**src/rtl/multicycle_main_fsm_pkg.sv**
```systemverilog
// rtl/multicycle_main_fsm_pkg.sv - shared control encodings for the multicycle RV32I control path
// Purpose: state encoding, opcode constants and datapath select encodings,
//          shared by the main FSM, the immediate-source decoder and the ALU decoder.
// Ports: none (package).
package multicycle_main_fsm_pkg;

  // 12 states used out of 16 encodings; the remaining four recover to S_FETCH.
  typedef enum logic [3:0] {
    S_FETCH    = 4'd0,
    S_DECODE   = 4'd1,
    S_MEMADR   = 4'd2,
    S_MEMREAD  = 4'd3,
    S_MEMWB    = 4'd4,
    S_MEMWRITE = 4'd5,
    S_EXECUTER = 4'd6,
    S_EXECUTEI = 4'd7,
    S_ALUWB    = 4'd8,
    S_BEQ      = 4'd9,
    S_JAL      = 4'd10,
    S_ILLEGAL  = 4'd11
  } state_t;

  localparam logic [6:0] OP_LW  = 7'b0000011;
  localparam logic [6:0] OP_SW  = 7'b0100011;
  localparam logic [6:0] OP_R   = 7'b0110011;
  localparam logic [6:0] OP_I   = 7'b0010011;
  localparam logic [6:0] OP_BEQ = 7'b1100011;
  localparam logic [6:0] OP_JAL = 7'b1101111;

  localparam logic [1:0] ALUOP_ADD   = 2'b00;
  localparam logic [1:0] ALUOP_SUB   = 2'b01;
  localparam logic [1:0] ALUOP_FUNCT = 2'b10;

  localparam logic [1:0] SRCA_PC    = 2'b00;
  localparam logic [1:0] SRCA_OLDPC = 2'b01;
  localparam logic [1:0] SRCA_RS1   = 2'b10;

  localparam logic [1:0] SRCB_RS2  = 2'b00;
  localparam logic [1:0] SRCB_IMM  = 2'b01;
  localparam logic [1:0] SRCB_FOUR = 2'b10;

  localparam logic [1:0] RES_ALUOUT    = 2'b00;
  localparam logic [1:0] RES_DATA      = 2'b01;
  localparam logic [1:0] RES_ALURESULT = 2'b10;

  localparam logic [1:0] IMM_I = 2'b00;
  localparam logic [1:0] IMM_S = 2'b01;
  localparam logic [1:0] IMM_B = 2'b10;
  localparam logic [1:0] IMM_J = 2'b11;

endpackage

```
**src/rtl/multicycle_main_fsm_imm_src_decoder.sv**
```systemverilog
// rtl/multicycle_main_fsm_imm_src_decoder.sv - opcode to immediate-format select
// Purpose: purely combinational ImmSrc decode from the instruction opcode.
// Ports:
//   op       in  7  instr[6:0]
//   imm_src  out 2  I 00, S 01, B 10, J 11
module imm_src_decoder
  import multicycle_main_fsm_pkg::*;
(
  input  logic [6:0] op,
  output logic [1:0] imm_src
);

  // Loads, I-type ALU and anything unrecognised fall back to the I format.
  always_comb begin
    imm_src = IMM_I;
    case (op)
      OP_SW:   imm_src = IMM_S;
      OP_BEQ:  imm_src = IMM_B;
      OP_JAL:  imm_src = IMM_J;
      default: imm_src = IMM_I;
    endcase
  end

endmodule

```
**src/rtl/multicycle_main_fsm.sv**
```systemverilog
// rtl/multicycle_main_fsm.sv - main control FSM for the multicycle RV32I datapath
// Purpose: sequences each instruction through fetch/decode/execute/memory/writeback
//          and drives datapath selects, write enables, ALUOp and ImmSrc.
// Ports:
//   clk, rst (sync, active-high)       in
//   op[6:0], zero, mem_ready           in
//   ALUOp, ALUSrcA, ALUSrcB, ResultSrc out 2 each
//   ImmSrc                             out 2 (combinational from op)
//   AdrSrc, IRWrite, PCWrite           out 1
//   RegWrite, MemWrite                 out 1
//   instr_done, illegal_instr          out 1
module multicycle_main_fsm
  import multicycle_main_fsm_pkg::*;
#(
  parameter int STATE_W         = 4,
  parameter bit HALT_ON_ILLEGAL = 1'b1
) (
  input  logic       clk,
  input  logic       rst,
  input  logic [6:0] op,
  input  logic       zero,
  input  logic       mem_ready,
  output logic [1:0] ALUOp,
  output logic [1:0] ALUSrcA,
  output logic [1:0] ALUSrcB,
  output logic [1:0] ResultSrc,
  output logic [1:0] ImmSrc,
  output logic       AdrSrc,
  output logic       IRWrite,
  output logic       PCWrite,
  output logic       RegWrite,
  output logic       MemWrite,
  output logic       instr_done,
  output logic       illegal_instr
);

  logic [STATE_W-1:0] state_q;
  state_t             state_d;
  logic               pc_update;
  logic               branch;

  always_ff @(posedge clk) begin
    if (rst) state_q <= S_FETCH;
    else     state_q <= state_d;
  end

  always_comb begin
    state_d       = S_FETCH;
    ALUOp         = ALUOP_ADD;
    ALUSrcA       = SRCA_PC;
    ALUSrcB       = SRCB_RS2;
    ResultSrc     = RES_ALUOUT;
    AdrSrc        = 1'b0;
    IRWrite       = 1'b0;
    pc_update     = 1'b0;
    branch        = 1'b0;
    RegWrite      = 1'b0;
    MemWrite      = 1'b0;
    instr_done    = 1'b0;
    illegal_instr = 1'b0;
    case (state_q)
      S_FETCH: begin
        ALUSrcB   = SRCB_FOUR;
        ResultSrc = RES_ALURESULT;
        // IR load and PC+4 only on the cycle the fetch completes.
        IRWrite   = mem_ready;
        pc_update = mem_ready;
        state_d   = mem_ready ? S_DECODE : S_FETCH;
      end
      S_DECODE: begin
        // OldPC + imm precomputes the branch target for BEQ.
        ALUSrcA = SRCA_OLDPC;
        ALUSrcB = SRCB_IMM;
        case (op)
          OP_LW, OP_SW: state_d = S_MEMADR;
          OP_R:         state_d = S_EXECUTER;
          OP_I:         state_d = S_EXECUTEI;
          OP_BEQ:       state_d = S_BEQ;
          OP_JAL:       state_d = S_JAL;
          default:      state_d = S_ILLEGAL;
        endcase
      end
      S_MEMADR: begin
        ALUSrcA = SRCA_RS1;
        ALUSrcB = SRCB_IMM;
        if (op == OP_LW)      state_d = S_MEMREAD;
        else if (op == OP_SW) state_d = S_MEMWRITE;
        else                  state_d = S_ILLEGAL;
      end
      S_MEMREAD: begin
        AdrSrc  = 1'b1;
        state_d = mem_ready ? S_MEMWB : S_MEMREAD;
      end
      S_MEMWB: begin
        ResultSrc  = RES_DATA;
        RegWrite   = 1'b1;
        instr_done = 1'b1;
      end
      S_MEMWRITE: begin
        AdrSrc     = 1'b1;
        MemWrite   = 1'b1;
        instr_done = mem_ready;
        state_d    = mem_ready ? S_FETCH : S_MEMWRITE;
      end
      S_EXECUTER: begin
        ALUSrcA = SRCA_RS1;
        ALUSrcB = SRCB_RS2;
        ALUOp   = ALUOP_FUNCT;
        state_d = S_ALUWB;
      end
      S_EXECUTEI: begin
        ALUSrcA = SRCA_RS1;
        ALUSrcB = SRCB_IMM;
        ALUOp   = ALUOP_FUNCT;
        state_d = S_ALUWB;
      end
      S_ALUWB: begin
        RegWrite   = 1'b1;
        instr_done = 1'b1;
      end
      S_BEQ: begin
        // ALUOut still holds the target from DECODE; ALU compares rs1 - rs2.
        ALUSrcA    = SRCA_RS1;
        ALUSrcB    = SRCB_RS2;
        ALUOp      = ALUOP_SUB;
        branch     = 1'b1;
        instr_done = 1'b1;
      end
      S_JAL: begin
        // PC <- ALUOut (target from DECODE) while ALU forms OldPC+4 for rd.
        ALUSrcA   = SRCA_OLDPC;
        ALUSrcB   = SRCB_FOUR;
        pc_update = 1'b1;
        state_d   = S_ALUWB;
      end
      S_ILLEGAL: begin
        illegal_instr = 1'b1;
        state_d       = HALT_ON_ILLEGAL ? S_ILLEGAL : S_FETCH;
      end
      default: state_d = S_FETCH;
    endcase
  end

  assign PCWrite = pc_update | (branch & zero);

  imm_src_decoder u_imm_src_decoder (
    .op      (op),
    .imm_src (ImmSrc)
  );

endmodule

```
**config.mk**
```make
export PLATFORM = sky130hd
export DESIGN_NAME = multicycle_main_fsm
export DESIGN_NICKNAME = d
export VERILOG_FILES = /design/src/rtl/multicycle_main_fsm_pkg.sv /design/src/rtl/multicycle_main_fsm_imm_src_decoder.sv /design/src/rtl/multicycle_main_fsm.sv
export SDC_FILE = /design/constraint.sdc
export NUM_CORES = 1
export LEC_CHECK = 0
export ABC_CLOCK_PERIOD_IN_PS = 2200
export CORE_AREA = 4 4 43 45
export DETAILED_ROUTE_END_ITERATION = 6
export DIE_AREA = 0 0 47 49
export GPL_TIMING_DRIVEN = 0
export PLACE_DENSITY = 0.78
export SLEW_MARGIN = 20
export SYNTH_ARGS = -nofsm -noshare
export SYNTH_HDL_FRONTEND = slang
export SYNTH_SLANG_ARGS = --single-unit
```
**constraint.sdc**
```tcl
create_clock -name clk -period 2.2 [get_ports clk]
set_input_delay 0.22 -clock clk [delete_from_list [all_inputs] [get_ports clk]]
set_output_delay 0.22 -clock clk [all_outputs]
set_load 0.02 [all_outputs]
```
==> impl_metrics.py, run 1 <==
metrics = {
    "cells_and_area": {
        "final_nets": 132,
        "top_register": "state_q",
        "top_regs": "state_q x4",
        "final_core_util_pct": 61.8,
        "ff_latch_area_sq_um": 81.3,
        "largest_reg_flops": 4,
        "design_area_sq_um": 910,
        "drive_gt1_share_pct": 10.9,
        "instances_no_fill": 135,
        "fillCellCount": 142,
        "area_growth_pct": 56.0,
        "antennaDiodeCount": 0,
        "multi_input_area_sq_um": 448,
    },
    "synth": {
        "synth-xor-area-share_pct": 3.00,
        "synth_top_family_by_area": "simple AND/OR/NAND/NOR gates",
        "syn_inst": 89,
        "synthSimpleGateAreaFrac_pct": 46.1,
        "synth-edff-count": 0,
        "syn_nets": 100,
        "synth_area_leaders": "dfxtp_1, a21oi_1, nor2_1, nor3_1, nand2b_1",
        "synth_cell_type_count": 38,
        "synth.ff_latch_count": 4,
        "syn_avg_cell_area_sq_um": 6.55,
        "synth.top_cell.area_share_pct": 13.7,
        "synth.area.mux_share_pct": 1.72,
        "ys_seq_area_share_pct": 13.7,
        "syn_area_sq_um": 583,
        "yosys.area_share.adder_pct": 0,
        "synth_compound_area_share_pct": 26.0,
        "synth_top_flop_cell": "dfxtp_1",
        "ys_async_sr_fraction_pct": 0,
        "yosysTopAreaCell": "dfxtp_1",
        "yosys_warnings": 0,
    },
    "sta": {
        "holdWs_ps": 640,
        "fin_crit_sh_pct": 97.6,
        "fin_skew_ps": 4.83,
        "fin_ws_ps": 51.8,
        "slew_violations": 0,
        "relSlewSlack_pct": 79.3,
        "finalHoldViolations": 0,
        "grt_setup_unrepaired": "no",
        "final-setup-viol-count": 0,
        "min_period_ps": 2150,
        "tightest_slew_ps": 309,
        "setup_tns_ps": 0,
        "clock.fmax_mhz": 465,
    },
    "clock_tree": {
        "cts_tree": "built",
        "path_clk_slew_ps": 40,
        "cts_setup_buffers": 0,
        "clkLatencyLatePin_ps": 240,
        "root_buffer": "clkbuf_4",
        "cts.path.max_buffers": 2,
        "numCtsBuffers": 3,
        "ctsHtreeMaxLevel": 1,
        "cts.sinks": 4,
    },
    "detailed_routing": {
        "via_per_inst": 5.62,
        "dr_wl_met3_um": 143,
        "antenna_left": 0,
        "dr_wl_met2_um": 868,
        "wl_um": 1760,
        "drc": 0,
        "dr.pass1.iters": 4,
        "top_layer": "met4",
        "via_count": 759,
        "drt_iter0_drc": 19,
        "wl_met1_um": 733,
        "wl_per_cell_um": 13.1,
    },
    "global_route": {
        "gr-total-overflow": 0,
        "grt_max_degree": 11,
        "grt_pass1_vias": 676,
        "grt_pass1_wl_um": 2970,
        "antenna_found_initial": 0,
        "grt.total_usage_pct": 16.9,
    },
    "worst_setup_path": {
        "crit_arrival_ps": 1930,
        "crit_required_ps": 1980,
        "crit_fanout": 10,
        "crit_path_end_kind": "output pin",
        "critPathLaunchType": "flop",
        "path_class": "flop to output pin",
    },
    "power_and_ir_drop": {
        "p_per_area_nw_per_um2": 1220,
        "finalPower_mw": 1.11,
        "p_leak_nw": 0.394,
        "ir_drop_mv": 0.503,
    },
    "die": {
        "rows": 14,
        "core_sq_um": 1470,
        "ios": 28,
        "fp.dieW_um": 47,
        "die_y_um": 49,
        "initial_utilization_pct": 39.6,
        "dieArea_sq_um": 2300,
    },
    "place": {
        "placed_cells": 132,
        "hpwl_um": 1360,
        "portBuffers": 27,
        "gp_congestion": 0.813,
        "place_area_sq_um": 873,
        "place_ws_ps": -104,
    },
    "hold_path": {
        "hold_path.class": "flop to flop",
    },
    "flow_run": {
        "maxCapViolCount": 0,
    },
    "status": {
        "outcome": "finished, final reports clean",
    },
}
==> metal layers <==
metal | vias up | track usage [%]
li1 | 390 | -
met1 | 332 | 22.0
met2 | 34 | 26.2
met3 | 3 | 2.58
met4 | 0 | 7.83
met5 | - | 0
==> worst max-delay path: stages, from the launching register on <==
cell	delay (ps)
dfxtp_1	330
buf_4	180
or2_1	290
nor4_1	230
clkdlybuf4s50_1	660
==> cells in the mapped netlist, types with 2 or more instances <==
master / number
o21a_1: 2
o22ai_1: 2
buf_2: 2
nand2b_1: 5
and3_1: 2
a21oi_1: 10
nand4_1: 2
nor3_1: 7
a211oi_1: 2
inv_1: 4
dfxtp_1: 4
o21ai_0: 3
nor2b_1: 4
buf_4: 2
nand2_1: 4
nor2_1: 12
==> layout by cell type (no fill, tap or decap), types with 2 or more instances in the layout <==
cell / Yosys / routed
clkbuf_4: 0 / 4
inv_1: 4 / 4
dfxtp_1: 4 / 3
o21a_1: 2 / 2
nand4_1: 2 / 2
o21ai_0: 3 / 3
nand2_1: 4 / 4
dlymetal6s2s_1: 0 / 4
a211oi_1: 2 / 2
o22ai_1: 2 / 2
buf_4: 2 / 2
nor3_1: 7 / 7
and3_1: 2 / 2
nand2b_1: 5 / 5
nor2_1: 12 / 12
nor2b_1: 4 / 4
a21oi_1: 10 / 10
clkdlybuf4s50_1: 0 / 22
==> layout make-up <==
class	count	area share, %
Buffer	6	4.81
Clock buffer	3	2.48
Inverter	4	1.65
Multi-Input combinational cell	75	49.2
Sequential cell	4	8.94
Tap cell	16	2.20
Timing Repair Buffer	27	30.7
==> worst paths after layout <==
check	startpoint	end	slack (ps)	cells after the start
hold reg to reg	state_q[2]	state_q[3]	640	2
setup / recovery	state_q[2]	IRWrite	50	4
hold / removal	state_q[2]	state_q[3]	640	2
setup reg to reg	state_q[2]	state_q[0]	910	5
==> power breakdown <==
part | switching [mW] | leakage, nW | total (mW) | internal (mW)
combinational | 0.493 | 0.347 | 0.895 | 0.402
sequential | 0.0259 | 0.0332 | 0.127 | 0.102
clock | 0.0307 | 0.0138 | 0.0918 | 0.0611
==> timing repair <==
| action | 4_1_cts | 5_1_grt |
|---|---|---|
| hold buffers | 0 | 0 |
| endpoints found under the setup margin | 1 | 5 |
| gates resized for setup | 1 | 8 |
| cloned | 0 | 0 |
==> cells by family after synthesis <==
family	count (synthesis)
buffers and inverters	10
xor gates and xnor gates	2
AOI/OAI and AO/OA	25
DFF	4
muxes	1
and+or+nand+nor	47
Note: power is estimated with default switching activity, not from simulation.
==> inputs of run 2 (changes only) <==
==> constraint.sdc (replaced) <==
create_clock -name clk -period 2.2 [get_ports clk]
set_input_delay 0.33 -clock clk [delete_from_list [all_inputs] [get_ports clk]]
set_output_delay 0.33 -clock clk [all_outputs]
set_load 0.02 [all_outputs]
==> impl_metrics.py, run 2 (synthesis results as in run 1) <==
metrics = {
    "cells_and_area": {
        "fillCellCount": 152,
        "largest_reg_flops": 4,
        "final_cell_mix": "clkdlybuf4s50_1, nor2_1, a21oi_1",
        "top_regs": "state_q x4",
        "final_nets": 131,
        "drive_gt1_share_pct": 9.32,
        "final_common_cell": "clkdlybuf4s50_1",
        "area_growth_pct": 55.6,
        "top_register": "state_q",
        "antennaDiodeCount": 0,
    },
    "detailed_routing": {
        "antenna_left": 0,
        "via_per_inst": 5.59,
        "wl_um": 1730,
        "dr.pass1.iters": 4,
        "drt_iter0_drc": 15,
        "drc": 0,
        "wl_per_cell_um": 12.9,
        "via_count": 749,
    },
    "worst_setup_path": {
        "crit_fanout": 10,
        "path_class": "flop to output pin",
        "critPathLaunchType": "flop",
        "crit_path_end_kind": "output pin",
        "crit_required_ps": 1870,
        "crit_arrival_ps": 1770,
    },
    "sta": {
        "min_period_ps": 2100,
        "grt_setup_unrepaired": "no",
        "fin_skew_ps": 6.58,
        "fin_crit_sh_pct": 95.4,
        "finalHoldViolations": 0,
        "setup_tns_ps": 0,
        "tightest_slew_ps": 276,
        "final-setup-viol-count": 0,
        "clock.fmax_mhz": 476,
        "holdWs_ps": 650,
        "relSlewSlack_pct": 81.6,
        "slew_violations": 0,
    },
    "global_route": {
        "grt_pass1_wl_um": 2960,
        "grt.total_usage_pct": 16.8,
        "grt_pass1_vias": 665,
        "gr-total-overflow": 0,
        "antenna_found_initial": 0,
        "grt_max_degree": 19,
    },
    "clock_tree": {
        "clkLatencyLatePin_ps": 240,
        "cts.path.max_buffers": 2,
        "cts.sinks": 4,
        "path_clk_slew_ps": 40,
        "root_buffer": "clkbuf_4",
        "cts_setup_buffers": 0,
        "ctsHtreeMaxLevel": 1,
        "numCtsBuffers": 3,
        "cts.hold.buffers_added": 0,
        "cts_tree": "built",
    },
    "die": {
        "ios": 28,
        "core_sq_um": 1470,
        "rows": 14,
        "fp.dieW_um": 47,
        "initial_utilization_pct": 39.6,
        "dieArea_sq_um": 2300,
        "die_y_um": 49,
    },
    "place": {
        "hpwl_um": 1360,
        "portBuffers": 27,
        "gp_congestion": 0.813,
    },
    "flow_run": {
        "maxCapViolCount": 0,
    },
    "power_and_ir_drop": {
        "p_per_area_nw_per_um2": 1190,
        "p_leak_nw": 0.448,
        "ir_drop_mv": 0.532,
    },
    "hold_path": {
        "hold_path.class": "flop to flop",
    },
    "status": {
        "outcome": "finished, final reports clean",
    },
}
-- run 2: changes by cell type in the layout (fill, tap and decap cells not counted) --
| cell | delta |
|---|---|
| buf_4 | +1 |
| clkbuf_2 | -1 |
| clkbuf_4 | -1 |
| clkdlybuf4s50_1 | -8 |
| dfxtp_1 | +1 |
| dfxtp_2 | -1 |
| dlygate4sd2_1 | +6 |
| dlymetal6s2s_1 | +2 |
| nor3_2 | -1 |
| nor3_4 | +1 |
-- run 2: final cells by class --
class                           instances  area, sq um  area share (%)
Timing Repair Buffer                   27          277            30.5
Sequential cell                         4         80.1            8.83
Buffer                                  5         38.8            4.28
Multi-Input combinational cell         75          454            50.1
Clock buffer                            3         22.5            2.48
Inverter                                4         15.0            1.66
Tap cell                               16         20.0            2.21
-- run 2: timing repair --
| item | in CTS | in global routing |
|---|---|---|
| cloned | 0 | 0 |
| gates resized for setup | 9 | 6 |
| setup endpoints to repair | 8 | 6 |
-- run 2: metal layers --
metal / vias up / share of wire, % / global-route usage, %
met5: - / 0 / 0
met4: 0 / 2.1 / 6.91
met3: 5 / 7.8 / 2.58
met2: 30 / 47 / 26.2
met1: 336 / 43 / 22.2
li1: 378 / - / -
-- run 2: critical path: stages, from the launching register on --
cell	delay (ps)
dfxtp_1	380
buf_4	190
nand2b_1	160
nor3_1	170
clkdlybuf4s50_1	630
-- run 2: final timing paths --
path	start	end	slack [ps]	depth (start not counted)
max reg2reg	state_q[0]	state_q[0]	850	4
min reg2reg	state_q[2]	state_q[3]	650	2
max	state_q[2]	ResultSrc[0]	100	4
min	state_q[2]	state_q[3]	650	2
-- run 2: report_power, final --
| group | switching [mW] | leakage (nW) | internal (mW) |
|---|---|---|---|
| registers | 0.0277 | 0.0328 | 0.0995 |
| logic | 0.486 | 0.401 | 0.370 |
| clock network | 0.0310 | 0.0138 | 0.0611 |
-- run 2: stage by stage --
stage                     util, %  instance area, sq um  power (mW)  instances  setup slack [ps]
final                        61.6                   907        1.08        134               101
after global routing         61.6                   907        1.17        134              23.1
after CTS                    60.6                   892        1.08        134              2.02
after detailed placement     59.4                   873        1.03        132              -324
after global placement       59.4                   873        1.01        132              -320
after floorplan                 -                   583       0.695         89               495
